--- config.mk ---
export PLATFORM = sky130hd
export DESIGN_NAME = shr_join
export DESIGN_NICKNAME = d
export VERILOG_FILES = /design/src/rtl/shr_join_pkg.sv /design/src/rtl/shr_join_dflow_fifo.sv /design/src/rtl/shr_join.sv
export SDC_FILE = /design/constraint.sdc
export NUM_CORES = 1
export LEC_CHECK = 0
export CAP_MARGIN = 20
export CORE_UTILIZATION = 50
export CTS_CLUSTER_SIZE = 20
export DETAILED_ROUTE_END_ITERATION = 10
export HOLD_SLACK_MARGIN = 0.05
export PLACE_DENSITY = 0.72
export REMOVE_ABC_BUFFERS = 1
export SLEW_MARGIN = 20
export SYNTH_ARGS = -nofsm -noshare
export SYNTH_HDL_FRONTEND = slang
export SYNTH_SLANG_ARGS = --single-unit
--- constraint.sdc ---
create_clock -name CLK -period 2.6 [get_ports CLK]
set_clock_uncertainty 0.2 [all_clocks]
set_input_delay 0.26 -clock CLK [delete_from_list [all_inputs] [get_ports CLK]]
set_output_delay 0.26 -clock CLK [all_outputs]
set_load 0.02 [all_outputs]
--- src/rtl/shr_join_pkg.sv ---
// Shared dataflow constants and width helpers for join-type operators.
// Used by dflow_fifo and shr_join.
package shr_join_pkg;

    localparam int DFLOW_DATA_W     = 16;
    localparam int DFLOW_FIFO_DEPTH = 4;

    // Number of bits needed to index 'value' entries (0 for value <= 1).
    function automatic int clog2(input int value);
        int width;
        int rem;
        width = 0;
        rem   = value - 1;
        while (rem > 0) begin
            width = width + 1;
            rem   = rem >> 1;
        end
        return width;
    endfunction

endpackage

--- src/rtl/shr_join_dflow_fifo.sv ---
// dflow_fifo: synchronous operand FIFO for join-type dataflow operators.
// Push is refused on the pre-edge full flag, so a same-cycle pop never makes room.
module dflow_fifo
    import shr_join_pkg::*;
#(
    parameter int N     = DFLOW_DATA_W,
    parameter int DEPTH = DFLOW_FIFO_DEPTH,
    localparam int PW   = clog2(DEPTH),
    localparam int CW   = PW + 1
) (
    input  logic          clk,
    input  logic          rst_b,
    input  logic          push,
    input  logic [N-1:0]  push_data,
    input  logic          pop,
    output logic [N-1:0]  head,
    output logic [CW-1:0] count,
    output logic          full
);

    logic [N-1:0]  mem [DEPTH];
    logic [PW-1:0] wr_ptr;
    logic [PW-1:0] rd_ptr;
    logic [CW-1:0] count_q;
    logic          empty;
    logic          do_push;
    logic          do_pop;

    assign full    = (count_q == CW'(DEPTH));
    assign empty   = (count_q == '0);
    assign do_push = push && !full;
    assign do_pop  = pop && !empty;
    assign head    = mem[rd_ptr];
    assign count   = count_q;

    // Storage carries no reset; only pointers and count define validity.
    always_ff @(posedge clk) begin
        if (do_push) begin
            mem[wr_ptr] <= push_data;
        end
    end

    always_ff @(posedge clk) begin
        if (!rst_b) begin
            wr_ptr  <= '0;
            rd_ptr  <= '0;
            count_q <= '0;
        end else begin
            if (do_push) begin
                wr_ptr <= wr_ptr + 1'b1;
            end
            if (do_pop) begin
                rd_ptr <= rd_ptr + 1'b1;
            end
            case ({do_push, do_pop})
                2'b10:   count_q <= count_q + 1'b1;
                2'b01:   count_q <= count_q - 1'b1;
                default: count_q <= count_q;
            endcase
        end
    end

endmodule

--- src/rtl/shr_join.sv ---
// shr_join: buffered right-shift join node on the R/D token interface.
// Define SHR_JOIN_ARITH_EN for arithmetic (sign-fill) shift; default is logical.
module shr_join
    import shr_join_pkg::*;
#(
    parameter int N     = DFLOW_DATA_W,
    parameter int DEPTH = DFLOW_FIFO_DEPTH
) (
    input  logic         CLK,
    input  logic         RST,
    input  logic         EN,
    input  logic         R_IN1,
    input  logic [N-1:0] D_IN1,
    input  logic         R_IN2,
    input  logic [N-1:0] D_IN2,
    output logic         FULL1,
    output logic         FULL2,
    output logic         DROP,
    output logic         R_OUT,
    output logic [N-1:0] D_OUT
);

    localparam int           CW    = clog2(DEPTH) + 1;
    localparam int           SW    = clog2(N);
    localparam logic [N-1:0] N_LIM = N'(N);

    logic [N-1:0]  head1;
    logic [N-1:0]  head2;
    logic [CW-1:0] count1;
    logic [CW-1:0] count2;
    logic          full1;
    logic          full2;
    logic          push1;
    logic          push2;
    logic          join_pop;
    logic          drop_set;
    logic [N-1:0]  shr_result;

    logic          drop_q;
    logic          r_out_q;
    logic [N-1:0]  d_out_q;

    // Amounts of N or more saturate to the fill pattern; the full operand width counts.
    function automatic logic [N-1:0] shift_right(input logic [N-1:0] value,
                                                 input logic [N-1:0] amount);
        logic           fill;
        logic [2*N-1:0] wide;
`ifdef SHR_JOIN_ARITH_EN
        fill = value[N-1];
`else
        fill = 1'b0;
`endif
        if (amount >= N_LIM) begin
            return {N{fill}};
        end
        wide = {{N{fill}}, value} >> amount[SW-1:0];
        return wide[N-1:0];
    endfunction

    assign push1      = EN && R_IN1;
    assign push2      = EN && R_IN2;
    assign join_pop   = EN && (count1 != '0) && (count2 != '0);
    assign drop_set   = EN && ((R_IN1 && full1) || (R_IN2 && full2));
    assign shr_result = shift_right(head1, head2);

    dflow_fifo #(
        .N     (N),
        .DEPTH (DEPTH)
    ) u_fifo_value (
        .clk       (CLK),
        .rst_b     (RST),
        .push      (push1),
        .push_data (D_IN1),
        .pop       (join_pop),
        .head      (head1),
        .count     (count1),
        .full      (full1)
    );

    dflow_fifo #(
        .N     (N),
        .DEPTH (DEPTH)
    ) u_fifo_amount (
        .clk       (CLK),
        .rst_b     (RST),
        .push      (push2),
        .push_data (D_IN2),
        .pop       (join_pop),
        .head      (head2),
        .count     (count2),
        .full      (full2)
    );

    always_ff @(posedge CLK) begin
        if (!RST) begin
            drop_q  <= 1'b0;
            r_out_q <= 1'b0;
            d_out_q <= '0;
        end else if (EN) begin
            if (drop_set) begin
                drop_q <= 1'b1;
            end
            r_out_q <= join_pop;
            if (join_pop) begin
                d_out_q <= shr_result;
            end
        end
    end

    assign FULL1 = full1;
    assign FULL2 = full2;
    assign DROP  = drop_q;
    assign R_OUT = r_out_q;
    assign D_OUT = d_out_q;

endmodule

======== Word level (Yosys, flattened, before mapping) ========
Memories as Yosys holds them, arrays and structs flattened. A register that Yosys moved wholly into a read port is not among the register bits.
Cells that the tools add are included.
storage, ports and cells
  logic and storage cells ................. 64
  bits in registers ....................... 32
  memories kept ........................... 2
  memory bits (writable) .................. 128
operators by class
  mux-type cells .......................... 13
  magnitude comparators ................... 1
  $add $sub $neg .......................... 8
  shift-type cells ........................ 1
  eq/ne operators ......................... 6
  reduce and logical (&&, ||, !) cells .... 24
memory list
  memory             depth  bits a word  read ports  clocked after Yosys merged registers in  write ports  RTL line                   source
  u_fifo_amount.mem  4      16           1           1                                        1            shr_join_dflow_fifo.sv:21  logic [N-1:0] mem [DEPTH];
  u_fifo_value.mem   4      16           1           1                                        1            shr_join_dflow_fifo.sv:21
operator list
  kind                                                                count
  two-way mux 16 bit                                                  2
  greater-or-equal comparator 16 x 5 -> 1 bit, second input constant  1
  right shift 16 x 4 -> 16 bit                                        1
  one-hot mux 3 bit (2 select lines)                                  2
  logical AND 1 bit                                                   11
  adder 2 x 1 -> 2 bit, second input constant                         4
  two-way mux 2 bit                                                   4
  adder 3 x 1 -> 3 bit, second input constant                         2
  equality test 3 bit, second input constant                          2
  zero test 3 bit                                                     2
  nonzero test 3 bit                                                  2
  subtractor 3 x 1 -> 3 bit, second input constant                    2
  two-way mux 1 bit                                                   5
  equality test 2 x 1 -> 1 bit, second input constant                 2
  equality test 2 bit, second input constant                          2
  zero test 1 bit                                                     4
  AND reduction 2 bit                                                 2
  nonzero test 2 bit                                                  2
  logical OR 1 bit                                                    1

======== Longest topological paths before layout ========
Gate-level depths: netlist of run 1.
  depth in word-level cells ............... 6
  depth in mapped cells ................... 11

======== Cells and area by module ========
A second synthesis of run 1 with hierarchy kept.
unflattened totals
  cell total of the unflattened synthesis .. 411
  area total of the unflattened synthesis .. 7025.5 µm²
by module, submodules not included
  module      times used  sequential area each (µm²)  cells an instance  area an instance (µm²)
  dflow_fifo  2           2102.0                      135                2837.7
  shr_join    1           360.3                       141                1350.0

======== Worst setup path after synthesis of run 1 ========
Ideal clock, no wire load.
  kind .................................... reg2reg
  start point ............................. register u_fifo_amount.count_q[0] (netlist: u_fifo_amount.count[0])
  end point ............................... register u_fifo_amount.count_q[2] (netlist: u_fifo_amount.count[2])
  data required time ...................... 2.324 ns
  slack ................................... 0.065 ns
  cell stages (with the launch flop) ...... 10
  period minus slack after synthesis ...... 2.535 ns
  arrival time ............................ 2.259 ns
  setup time .............................. 0.076 ns
  cell sequence ........................... dfxtp_1 o311ai_0 clkbuf_1 inv_1 ha_1 inv_1 fa_1 xor2_1 or3_1 a21boi_0
between the ends
  longest elaborated chain between the ends .. 5
RTL lines
  item                                                                             RTL line                                   source
  start, declared                                                                  shr_join_dflow_fifo.sv:24                  logic [CW-1:0] count_q;
  start signal, assigned                                                           shr_join_dflow_fifo.sv:56                  2'b10: count_q <= count_q + 1'b1;
  start signal, assigned                                                           shr_join_dflow_fifo.sv:57                  2'b01: count_q <= count_q - 1'b1;
  start signal, assigned                                                           shr_join_dflow_fifo.sv:58                  default: count_q <= count_q;
  nonzero test 3 bit / zero test 3 bit (equally long branches)                     shr_join.sv:62, shr_join_dflow_fifo.sv:30
  logical AND 1 bit / zero test 1 bit (equally long branches)                      shr_join.sv:62, shr_join_dflow_fifo.sv:32
  logical AND 1 bit *                                                              shr_join_dflow_fifo.sv:32                  assign do_pop = pop && !empty;
  named net u_fifo_amount.do_pop                                                   shr_join_dflow_fifo.sv:27                  logic do_pop;
  equality test 2 x 1 -> 1 bit / equality test 2 bit (equally long branches)       shr_join_dflow_fifo.sv:55                  case ({do_push, do_pop})
  one-hot mux 3 bit (2 select lines) / nonzero test 2 bit (equally long branches)  --
Mark *: on every way through the listed nets, which the timed path passes. The rest lies on a longest branch.
A chain may end at the register's enable or synchronous reset.

==> key figures, run 1 <==
Clock network
  • Max Buffers Root-to-Sink: 2
  • Clock transition at path regs: 60 ps
  • # clock sinks: 164
  • H-tree levels: 4
  • Skew-Pair Late Insertion Delay: 420 ps
  • Clock root cell: clkbuf_16
  • Hold Buf Count CTS: 0
  • CTS tree: built
  • Number of buffers created by CTS: 17

Worst setup path
  • RR Endpoint: D_OUT[4]
  • CP endpoint kind: flop
  • CP Data Required Time: 2700 ps
  • Worst setup path class: flop to flop
  • Slowest stage delay, CP: 560 ps
  • Data arrival time of the worst path: 2590 ps
  • Crit path cell chain: buf_12 > mux4_2 > mux2_2 > mux2i_1 > nor2_1 > a211oi_1 > o31ai_1
  • CP Launch Type: flop
  • Worst-path maximum fanout: 16
  • Worst R2R Setup Slack: 110 ps
  • R2r worst-path depth: 7
  • Slowest cell on the critical path: mux4_2

Drt
  • Final WL: 12.5 mm
  • Avg WL per Cell: 17.9 um
  • Routed via count: 3781
  • Via density: 5.40
  • Final antenna-violating net count: 0
  • Pre-antenna DRT Iters: 4
  • Starting DRT DRC Count: 295
  • DRC viols: 0

Finish
  • N_diodes: 0
  • Non-filler cells in the finished layout: 700
  • Final core utilization: 0.623
  • Most frequent cells in the layout: edfxtp_1, clkdlybuf4s50_1, dfxtp_1
  • Commonest non-fill, non-tap cell in the layout: edfxtp_1
  • Syn-to-layout area delta: 21.2%
  • Layout cells sized above 1: 0.183
  • NumNets Final: 560

Timing
  • Slew Limit Fails: 0
  • Setup ws final: 114 ps
  • Worst Tran Pin Value: 487 ps
  • Minimum clock period: 2490 ps
  • Hold slack: 262 ps
  • Slew margin rel.: 0.674
  • Fmax: 0.402 GHz
  • Unrepaired setup endpoints after global routing: false
  • Final setup viols: 0
  • Fin crit share: 0.956
  • Final Hold Fails: 0

Pwr
  • Leakage: 2.83 nW
  • Register share of total power: 0.509
  • Sw Ratio: 0.223
  • Maximum vdd ir drop: 0.432 mV
  • Total Power: 5.72 mW
  • Clock power frac: 0.412
  • Logic pwr share: 0.079
  • Psw: 1.27 mW
  • Cell area power density: 691 nW/um2
  • Internal power: 4.44 mW

GRT
  • Total GRT Usage: 0.190
  • GRT Residual Overflow: 0
  • Initial antenna violation count: 0
  • First-pass GRT wire length: 20.1 mm
  • Largest net degree at the start of global routing: 17
  • Vias in the first global route: 3851

Logic synthesis
  • Number of synthesized flops with an enable pin: 128
  • Sequential cell area fraction in the yosys report: 0.668
  • Synth Cell Area: 6830 um2
  • Seq cells post-synth: 164
  • Syn Area/Cell: 16.0 um2
  • Share of the synthesized area in the top cell type: 0.563
  • Primary FF master, synth: edfxtp_1
  • Largest cells by area after synthesis: edfxtp_1, dfxtp_1, mux4_2, mux2i_1, and2_1
  • Ys async rst share: 0
  • Cell variety after synth: 49
  • Syn. warnings: 0
  • Post-Synthesis Cells: 428
  • Leading area contributor after synthesis: edfxtp_1

Die
  • Die Area: 14100 um2
  • Io pins: 57
  • Die X: 119 um
  • Vert. Die Dim: 119 um
  • Core area: 13300 um2
  • Num rows: 42
  • Starting Density: 0.514

Min path
  • HP Class: primary input to flop
  • Min-delay src: D_IN1[12]
  • WHS Path Cells: 1
  • Worst Hold End: u_fifo_value.mem[1][12]

Placed design
  • Dpl ws: -84.4 ps
  • Port Buffers: 56
  • Placed cells: 665
  • Post-DP HPWL: 8.58 mm
  • Routability Congestion: 0.821

Status
  • Status: finished clean

Job
  • Max Cap Viol: 0
## kinds of logic (layout without fill, tap and decap cells)
kind of cell / after synthesis / count (layout) / share of synthesized area
multiplexers: 66 / 67 / 0.139
buffers and inverters: 35 / 130 / 0.0319
AO/OA/AOI/OAI: 50 / 50 / 0.0491
flip-flops: 164 / 164 / 0.668
adder cells (fa/ha/maj): 12 / 12 / 0.0242
AND/OR/NAND/NOR: 91 / 91 / 0.0749
XOR/XNOR: 10 / 10 / 0.0128
## worst max-delay path by stage
| stage | to | slack, ps |
|---|---|---|
| after global routing | D_OUT[4] | 30 |
| after detailed placement | u_fifo_value.count[2] | -80 |
| after global placement | u_fifo_value.count[2] | 80 |
| final | D_OUT[4] | 110 |
| after CTS | D_OUT[4] | 70 |
| after floorplan | u_fifo_value.count[2] | -800 |
## stage by stage
step	instance area, um2	setup TNS, ps
2_1_floorplan	6680	-8860
5_1_grt	8280	0
3_5_place_dp	7660	-149
4_1_cts	8220	0
3_3_place_gp	7660	0
6_report	8280	0
## power groups by stage
stage,clock network [mW],logic [mW],registers (mW)
after floorplan,0,0.253,2.97
after global placement,0,0.432,2.96
after detailed placement,0,0.443,2.97
after CTS,2.40,0.445,2.91
after global routing,2.50,0.493,2.91
final,2.35,0.453,2.91
## worst max-delay path: cells and delay by family, from the launching register on
kind / cells / cell delay [ps]
DFF: 1 / 360
AOI/OAI and AO/OA: 2 / 390
and+or+nand+nor: 1 / 80
buffers and inverters: 1 / 190
muxes: 3 / 1140
## sequential cells by signal, summed over array words and instances (netlist names), named ones only
signal / cells
u_fifo_value.mem: 64
D_OUT: 16
u_fifo_value.rd_ptr: 2
R_OUT: 1
u_fifo_value.wr_ptr: 2
u_fifo_value.count: 3
u_fifo_amount.rd_ptr: 2
u_fifo_amount.wr_ptr: 2
u_fifo_amount.mem: 64
u_fifo_amount.count: 3
DROP: 1
## synth_stat cells, types with 8 or more instances
library cell  instances
mux2_2               10
nand2_1              18
o21ai_0              13
edfxtp_1            128
inv_1                15
xnor2_1               8
nor2_1               10
mux2i_1              33
and2_1               24
ha_1                 10
dfxtp_1              36
nor2b_1               9
mux4_2               18
buf_6                 8
## layer usage
| metal | part of all wire | vias up | global-route usage |
|---|---|---|---|
| met1 | 0.45 | 1865 | 0.260 |
| met5 | 0 | - | 0 |
| met4 | 0.012 | 0 | 0.0633 |
| met2 | 0.48 | 97 | 0.299 |
| met3 | 0.053 | 11 | 0.0469 |
| li1 | - | 1808 | - |
## what timing repair did
item / in CTS / in global routing
buffers inserted: 0 / 2
gates resized for setup: 0 / 7
endpoints found under the setup margin: 0 / 7
## area by class of cell
cell class	instances	area (um2)
Sequential cell	164	4570
Multi-Input combinational cell	230	2090
Tap cell	176	220
Timing Repair Buffer	82	772
Fill cell	950	5020
Clock buffer	19	433
Inverter	16	65.1
Clock inverter	13	128
(Power assumes the default switching activity.)
==> inputs of run 2 (changes only) <==
--- a/config.mk
+++ b/config.mk
@@ -12,7 +12,6 @@
 export HOLD_SLACK_MARGIN = 0.05
 export PLACE_DENSITY = 0.72
 export REMOVE_ABC_BUFFERS = 1
-export SLEW_MARGIN = 20
 export SYNTH_ARGS = -nofsm -noshare
 export SYNTH_HDL_FRONTEND = slang
 export SYNTH_SLANG_ARGS = --single-unit
==> constraint.sdc (replaced) <==
create_clock -name CLK -period 2.1 [get_ports CLK]
set_clock_uncertainty 0.2 [all_clocks]
set_input_delay 0.21 -clock CLK [delete_from_list [all_inputs] [get_ports CLK]]
set_output_delay 0.21 -clock CLK [all_outputs]
set_load 0.02 [all_outputs]
==> run 2 against run 1 <==
- final area rose by 11%
- cell count rose by 6.9%
- hold slack got worse by 48 ps
- critical path type unchanged
- clock power rose by 45%
- total power rose by 36%
- the run now ends with negative setup slack left
- largest cell class unchanged
- die area did not move
- combinational power rose by 70%
==> key figures, run 2 (synthesis gave the netlist of run 1 again) <==
Status
  • Status: finished with violations
  • Failing checks: negative setup slack

Worst setup path
  • Slowest cell on the critical path: mux4_2
  • CP Data Required Time: 2260 ps (-440 ps)
  • CP Launch Type: flop
  • Worst-path maximum fanout: 12 (-4)
  • R2r worst-path depth: 7 (unchanged)
  • Worst R2R Setup Slack: -280 ps (-390 ps)
  • Slowest stage delay, CP: 520 ps (-40 ps)
  • Data arrival time of the worst path: 2530 ps (-60 ps)
  • CP endpoint kind: flop
  • Worst setup path class: flop to flop
  • RR Endpoint: D_OUT[3]
  • Crit path cell chain: mux4_2 > buf_6 > mux2i_1 > mux2_4 > mux2_2 > o31a_1 > o21ai_1

Drt
  • Pre-antenna DRT Iters: 4 (unchanged)
  • Starting DRT DRC Count: 283 (-4.1%)
  • Met2 wire len: 7.15 mm (+19%)
  • Via density: 5.44 (+0.76%)
  • Final antenna-violating net count: 0 (unchanged)
  • Met3 routed WL: 694 um (+5.5%)
  • Routed via count: 4071 (+7.7%)
  • DRC viols: 0 (unchanged)
  • DRT met1 WL: 6.27 mm (+11%)
  • Avg WL per Cell: 19.2 um (+7.5%)
  • Final WL: 14.4 mm (+15%)
  • Highest metal used: met4

Finish
  • Most frequent cells in the layout: edfxtp_1, buf_4, clkdlybuf4s50_1
  • NumNets Final: 608 (+8.6%)
  • Commonest non-fill, non-tap cell in the layout: edfxtp_1
  • Syn-to-layout area delta: 34.1%
  • Layout cells sized above 1: 0.344 (+0.161)
  • N_diodes: 0 (unchanged)

Pwr
  • Internal power: 6.11 mW (+37%)
  • Leakage: 3.19 nW (+13%)
  • Psw: 1.68 mW (+32%)
  • Logic pwr share: 0.099 (+0.020)
  • Clock power frac: 0.438 (+0.026)
  • Total Power: 7.79 mW (+36%)
  • Maximum vdd ir drop: 0.747 mV (+73%)
  • Cell area power density: 851 nW/um2 (+23%)
  • Sw Ratio: 0.216 (-0.00681)
  • Register share of total power: 0.463 (-0.046)

Die
  • Num rows: 42 (unchanged)
  • Die X: 119 um (unchanged)
  • Die Area: 14100 um2 (unchanged)
  • Starting Density: 0.514 (unchanged)
  • Io pins: 57 (unchanged)
  • Core area: 13300 um2 (unchanged)
  • Vert. Die Dim: 119 um (unchanged)

Min path
  • Worst Hold End: u_fifo_value.mem[2][12]
  • Min-delay src: D_IN1[12]
  • HP Class: primary input to flop
  • WHS Path Cells: 1 (unchanged)

Clock network
  • Clock root cell: clkbuf_16
  • Hold Buf Count CTS: 0 (unchanged)
  • Max Buffers Root-to-Sink: 2 (unchanged)
  • CTS tree: built
  • # clock sinks: 164 (unchanged)
  • Skew-Pair Late Insertion Delay: 430 ps (about the same)
  • Clock transition at path regs: 60 ps (about the same)
  • Number of buffers created by CTS: 17 (unchanged)
  • H-tree levels: 4 (unchanged)

Placed design
  • Post-DP HPWL: 8.98 mm (+4.8%)
  • Routability Congestion: 0.825 (+0.46%)
  • Port Buffers: 56 (unchanged)

Timing
  • Worst Tran Pin Value: 447 ps (-39.8 ps)
  • Fmax: 0.420 GHz (+4.5%)
  • Minimum clock period: 2380 ps (-108 ps)
  • Setup ws final: -278 ps (-392 ps)
  • Hold slack: 215 ps (-47.8 ps)
  • Fin crit share: 1.13 (+0.176)
  • Slew margin rel.: 0.701 (+0.0267)
  • Final setup viols: 19 (+19)
  • Unrepaired setup endpoints after global routing: true
  • Slew Limit Fails: 0 (unchanged)
  • Final Hold Fails: 0 (unchanged)

GRT
  • Total GRT Usage: 0.217 (+0.0273)
  • First-pass GRT wire length: 22.7 mm (+13%)
  • Vias in the first global route: 4241 (+10%)
  • Initial antenna violation count: 0 (unchanged)
  • GRT Residual Overflow: 0 (unchanged)
  • Largest net degree at the start of global routing: 17 (unchanged)

Job
  • Max Cap Viol: 0 (unchanged)
## run 2: cell types whose count changed in the layout (fill, tap and decap cells not counted), moves of 7 or more
cell and delta:
buf_12 +10, buf_4 +35, o21ai_0 -9, o21ai_1 +7
mux2i_1 -8
## run 2: critical path, delay by kind of cell (launching register included)
family	cells	cell delay, ps
muxes	4	1230
AOI/OAI and AO/OA	2	310
DFF	1	390
buffers and inverters	1	170
## run 2: final cells by class
type                            instances  area (um2)
Tap cell                              176         220
Multi-Input combinational cell        230        2360
Inverter                               16        65.1
Sequential cell                       164        4580
Timing Repair Buffer                  130        1280
Fill cell                             860        4140
Clock buffer                           18         429
Clock inverter                         14         221
## run 2: what timing repair did
item                       in CTS  in global routing
setup endpoints to repair      22                 20
gates resized for setup        78                 20
pin swaps                      24                 10
gates cloned                    3                  0
setup buffers                  17                  2
## run 2: stage by stage
| stage | setup TNS [ps] | std cells | util | worst slack (ps) | instance area, um2 |
|---|---|---|---|---|---|
| 2_1_floorplan | -23390 | 409 | - | -1300 | 6680 |
| 3_3_place_gp | -5080 | 696 | 0.601 | -367 | 7990 |
| 3_5_place_dp | -6270 | 696 | 0.601 | -411 | 7990 |
| 4_1_cts | -2500 | 747 | 0.683 | -238 | 9080 |
| 5_1_grt | -4390 | 748 | 0.689 | -338 | 9160 |
| 6_report | -2770 | 748 | 0.689 | -278 | 9160 |
## run 2: how the worst max path moves through the flow
stage,startpoint,end,slack (ps),cells past startpoint
floorplan,u_fifo_amount.count[0],u_fifo_value.count[2],-1300,8
global placement,flop,D_OUT[4],-370,6
detailed placement,flop,D_OUT[4],-410,6
CTS,flop,D_OUT[3],-240,7
global route,flop,D_OUT[3],-340,7
finish,flop,D_OUT[3],-280,7
## run 2: layer usage
metal	vias up	track usage
met1	2041	0.278
met3	21	0.0546
li1	1898	-
met4	0	0.0854
met5	-	0
met2	111	0.357
## run 2: power by group through the flow
stage	sequential [mW]	combinational, mW	clock (mW)
global route	3.61	0.827	3.58
floorplan	3.67	0.313	0
finish	3.61	0.771	3.41
global placement	3.67	0.601	0
detailed placement	3.67	0.618	0
CTS	3.61	0.746	3.47
